### src/rtl/counter_run_ctrl.sv
// rtl/counter_run_ctrl.sv - start-button conditioning and idle/load/armed/run/paused/done sequencing for the up/down counter
// Optional feature: define COUNTER_RUN_CTRL_AUTO_RELOAD_EN to reload and keep running at the count limit instead of stopping in DONE.
module counter_run_ctrl #(
  parameter int unsigned TICK_DIV        = 1000000,
  parameter int unsigned DEBOUNCE_CYCLES = 500000
) (
  input  logic       clk,
  input  logic       reset,
  input  logic       startbutton,
  input  logic [1:0] select,
  input  logic       at_limit,
  output logic       cnt_load,
  output logic [1:0] cnt_mode,
  output logic       cnt_up,
  output logic       cnt_step,
  output logic       running,
  output logic       done,
  output logic [2:0] state_dbg
);

  localparam int unsigned DIV_W = $clog2(TICK_DIV);
  localparam int unsigned DB_W  = $clog2(DEBOUNCE_CYCLES);

  typedef enum logic [2:0] {
    S_IDLE   = 3'd0,
    S_LOAD   = 3'd1,
    S_ARMED  = 3'd2,
    S_RUN    = 3'd3,
    S_PAUSED = 3'd4,
    S_DONE   = 3'd5
  } state_t;

  state_t            state;
  logic              sync1;
  logic              sync2;
  logic              db_level;
  logic [DB_W-1:0]   db_cnt;
  logic              press;
  logic [DIV_W-1:0]  div;

  assign state_dbg = state;

  // Synchronize the raw button, accept a level only after it has been stable long enough, pulse on accepted rises
  always_ff @(posedge clk) begin
    if (reset) begin
      sync1    <= 1'b0;
      sync2    <= 1'b0;
      db_level <= 1'b0;
      db_cnt   <= '0;
      press    <= 1'b0;
    end else begin
      sync1 <= startbutton;
      sync2 <= sync1;
      press <= 1'b0;
      if (sync2 != db_level) begin
        if (db_cnt == DB_W'(DEBOUNCE_CYCLES - 1)) begin
          db_level <= sync2;
          db_cnt   <= '0;
          press    <= sync2;
        end else begin
          db_cnt <= db_cnt + DB_W'(1);
        end
      end else begin
        db_cnt <= '0;
      end
    end
  end

  // Sequencer with registered outputs; the divider only advances in RUN and holds while paused
  always_ff @(posedge clk) begin
    if (reset) begin
      state    <= S_IDLE;
      cnt_load <= 1'b0;
      cnt_mode <= 2'b00;
      cnt_up   <= 1'b0;
      cnt_step <= 1'b0;
      running  <= 1'b0;
      done     <= 1'b0;
      div      <= '0;
    end else begin
      cnt_load <= 1'b0;
      cnt_step <= 1'b0;
`ifdef COUNTER_RUN_CTRL_AUTO_RELOAD_EN
      done     <= 1'b0;
`endif
      case (state)
        S_IDLE: begin
          state    <= S_LOAD;
          cnt_load <= 1'b1;
          cnt_mode <= select;
          cnt_up   <= ~select[1];
        end
        S_LOAD: begin
          state <= S_ARMED;
        end
        S_ARMED: begin
          if (press) begin
            state   <= S_RUN;
            running <= 1'b1;
            div     <= '0;
          end else if (select != cnt_mode) begin
            state    <= S_LOAD;
            cnt_load <= 1'b1;
            cnt_mode <= select;
            cnt_up   <= ~select[1];
          end
        end
        S_RUN: begin
          if (press) begin
            state   <= S_PAUSED;
            running <= 1'b0;
          end else if (div == DIV_W'(TICK_DIV - 1)) begin
            div <= '0;
            if (!at_limit) begin
              cnt_step <= 1'b1;
            end else begin
`ifdef COUNTER_RUN_CTRL_AUTO_RELOAD_EN
              cnt_load <= 1'b1;
              done     <= 1'b1;
`else
              state    <= S_DONE;
              running  <= 1'b0;
              done     <= 1'b1;
`endif
            end
          end else begin
            div <= div + DIV_W'(1);
          end
        end
        S_PAUSED: begin
          if (press) begin
            state   <= S_RUN;
            running <= 1'b1;
          end
        end
        S_DONE: begin
          if (press) begin
            state    <= S_LOAD;
            done     <= 1'b0;
            cnt_load <= 1'b1;
            cnt_mode <= select;
            cnt_up   <= ~select[1];
          end
        end
        default: begin
          state   <= S_IDLE;
          running <= 1'b0;
          done    <= 1'b0;
        end
      endcase
    end
  end

endmodule

### config.mk
export PLATFORM = sky130hd
export DESIGN_NAME = counter_run_ctrl
export DESIGN_NICKNAME = d
export VERILOG_FILES = /design/src/rtl/counter_run_ctrl.sv
export SDC_FILE = /design/constraint.sdc
export NUM_CORES = 1
export LEC_CHECK = 0
export ABC_CLOCK_PERIOD_IN_PS = 1800
export BUFFER_PORTS_ARGS = -buffer_cell sky130_fd_sc_hd__buf_2
export CORE_MARGIN = 2
export CORE_UTILIZATION = 45
export DETAILED_ROUTE_END_ITERATION = 10
export PLACE_DENSITY = 0.6
export SYNTH_ARGS = -nofsm -noshare
export SYNTH_HDL_FRONTEND = slang
export SYNTH_SLANG_ARGS = --single-unit
### constraint.sdc
create_clock -name clk -period 1.8 [get_ports clk]
set_input_delay 0.09 -clock clk [delete_from_list [all_inputs] [get_ports clk]]
set_output_delay 0.09 -clock clk [all_outputs]
set_load 0.01 [all_outputs]
==> flow_metrics.env <==
export IMPL_drtIter0Drc=119
export IMPL_multi_input_area_um2=1420
export IMPL_final_setup_worst_slack_ns=0.04794
export IMPL_overflow=0
export IMPL_reg2reg_from="div[1]"
export IMPL_root_buffer="clkbuf_8"
export IMPL_path_class="flop to flop"
export IMPL_rows=27
export IMPL_hold_class="input pin to flop"
export IMPL_hold_viol_final=0
export IMPL_synth_largest_area_cell="dfxtp_1"
export IMPL_yosysUniqueCellTypes=44
export IMPL_fillers=550
export IMPL_cts_tree="done"
export IMPL_fp_dieW_um=79.30
export IMPL_clock_sinks=53
export IMPL_yosysTopAreaCellShare_pct=41.59
export IMPL_n_antenna_cell=0
export IMPL_p_leak_uw=0.0009951
export IMPL_post_dp_cell_area_um2=2795
export IMPL_gp_congestion=0.7994
export IMPL_synth_area_um2=2551
export IMPL_numPortBuffers=15
export IMPL_core_um2=5507
export IMPL_post_cts_buffers=0
export IMPL_cp_arrival_ns=1.97
export IMPL_dieArea_um2=6288
export IMPL_status="finished clean"
export IMPL_cts_max_level=2
export IMPL_grt_usage_pct=16.99
export IMPL_cts_made_buffers=5
export IMPL_hold_slack_ns=0.06715
export IMPL_ys_seq_elements=53
export IMPL_tightest_slew_ns=0.4033
export IMPL_synth_area_leaders="dfxtp_1, xnor2_1, nor2_1, nand3_1, nand2_1"
export IMPL_vias=2100
export IMPL_first_pass_iters=4
export IMPL_dp_hpwl_mm=3.333
export IMPL_clock_latency_ns=0.31
export IMPL_fin_crit_sh_pct=97.34
export IMPL_max_slew_margin_pct=73.12
export IMPL_yosysWarnings=0
export IMPL_post_route_min_period_ns=1.752
export IMPL_timing_max_cap_violations=0
export IMPL_p_per_area_nw_per_um2=975.9
export IMPL_start_util_pct=46.33
export IMPL_setup_viol=0
export IMPL_final_design_area_no_fill_um2=2970
export IMPL_grt_pass1_wl_mm=8.638
export IMPL_cp_startpoint="div[1]"
export IMPL_dpl_worst_slack_ns=0.01666
export IMPL_fp_dieH_um=79.30
export IMPL_nets=345
export IMPL_drive_above_1_share_pct=16.86
export IMPL_max_freq_ghz=0.5708
export IMPL_synth_cells=311
export IMPL_grt_pass1_vias=1864
export IMPL_drc_errors=0
export IMPL_grt_start_max_net_pins=22
export IMPL_viasPerCell=5.122
export IMPL_path_clk_slew_ns=0.10
export IMPL_maxSlewViolCount=0
export IMPL_endpoint_kind="flop"
export IMPL_grt_antenna_before_repair=0
export IMPL_ant_nets=0
export IMPL_seq_area_frac_synth_pct=41.59
export IMPL_cts_max_path_buffers=2
export IMPL_final_seq_area_um2=1064
export IMPL_rsz0062_at_grt="yes"
export IMPL_setup_tns_final_ns=0
export IMPL_min_from="select[0]"
export IMPL_irDropWorstVdd_uv=457.3
export IMPL_clock_skew_ns=0.01084
export IMPL_syn_avg_cell_area_um2=8.203
export IMPL_wl_per_cell_um=11.78
export IMPL_io_pin_count=16
export IMPL_drt_wl_total_mm=4.830
export IMPL_path_max_fanout=4
export IMPL_utilization_pct=53.94
export IMPL_critPathRequiredTime_ns=2.01
export IMPL_start_kind="flop"
export IMPL_syn_to_final_growth_pct=16.43
export IMPL_synth_nets=319
path summary, 6_finish.rpt:
kind / to / slack (ns) / depth (start not counted)
max reg2reg: div[18] / 0.05 / 6
min reg2reg: sync2 / 0.47 / 1
min: cnt_mode[0] / 0.07 / 3
max: div[18] / 0.05 / 6
report_power, final:
part / internal (µW) / total, µW / leakage (µW) / switching, µW
Clock: 552 / 949 / 0.0000681 / 397
Sequential: 1240 / 1270 / 0.000430 / 33.0
Combinational: 273 / 680 / 0.000497 / 407
Total: 2060 / 2900 / 0.000995 / 837
sequential cells by signal, summed over array words and instances, names as in the netlist:
signal	count
cnt_load	1
cnt_mode	2
cnt_step	1
cnt_up	1
db_cnt	19
db_level	1
div	20
done	1
press	1
running	1
state_dbg	3
sync1	1
sync2	1
critical path: stages, from the launching register on:
cell     delay, ns
dfxtp_2       0.36
ha_2          0.20
nand3_2       0.11
or2_1         0.25
or4_4         0.51
xor2_1        0.19
nor2_2        0.04
cells by family after synthesis:
group / share of synthesized area [%]
AOI/OAI and AO/OA: 8.533
xor gates and xnor gates: 11.67
adders and majority gates: 0.9807
buffers and inverters: 4.070
DFF: 41.59
muxes: 0.7847
and+or+nand+nor: 32.37
routing by layer:
metal,vias up,routed length [µm],GRT usage [%]
li1,1112,-,-
met1,952,2608,25.16
met2,32,2000,23.98
met3,4,178,3.977
met4,0,42,5.862
met5,-,0,0
synth_stat cells (all sizes together):
cell and n:
or2 2, nand4bb 1, and3 4, xnor2 21, a211o 1, nand4b 3, nor2b 7, and2 2
nor3b 2, nand4 3, buf 9, nor3 14, nor4 8, or4 1, o221a 1, nand3 26
xor2 13, mux2i 2, and4 2, a31oi 5, a211oi 3, nor4bb 2, dfxtp 53, o21a 3
o21ai 10, nor2 48, a21oi 11, nand3b 2, inv 8, nand2b 2, clkbuf 6, o311a 1
ha 2, or3 2, nand2 31
cell usage in the layout, fill, tap and decap left out, drive strengths merged, types with 2 or more instances in the layout:
cell type  synthesis  routed
nor2              48      48
nor3              14      14
nor2b              7       7
mux2i              2       2
and2               2       2
nand2b             2       2
xnor2             21      21
nand4              3       3
a31oi              5       5
dfxtp             53      53
nor3b              2       2
nor4               8       8
nand2             31      31
ha                 2       2
or2                2       2
or3                2       2
and3               4       4
nand3b             2       2
and4               2       2
nor4bb             2       2
bufinv             0       2
o21a               3       3
xor2              13      13
clkbuf             6       5
nand4b             3       3
a211oi             3       3
a21oi             11      11
o21ai             10      10
nand3             26      26
inv                8       8
buf                9      33
through the flow:
stage / instances / power (µW)
final: 410 / 2899
after global routing: 410 / 3075
after CTS: 410 / 2921
after detailed placement: 401 / 1973
after global placement: 401 / 1972
after floorplan: 311 / 1763
repair_timing:
action,in CTS,in global routing
resized for setup,0,6
setup endpoints to repair,0,13
hold buffers,1,0
hold endpoints to repair,1,0
layout make-up:
class                      count  area share (%)
multi-input combinational    235           47.81
sequential                    53           35.80
timing repair buffer          34           7.835
tap                           72           3.033
clock buffer                   5           2.317
clock inverter                 3           2.190
inverter                       8           1.011
Power figures use the tool's default switching activity.
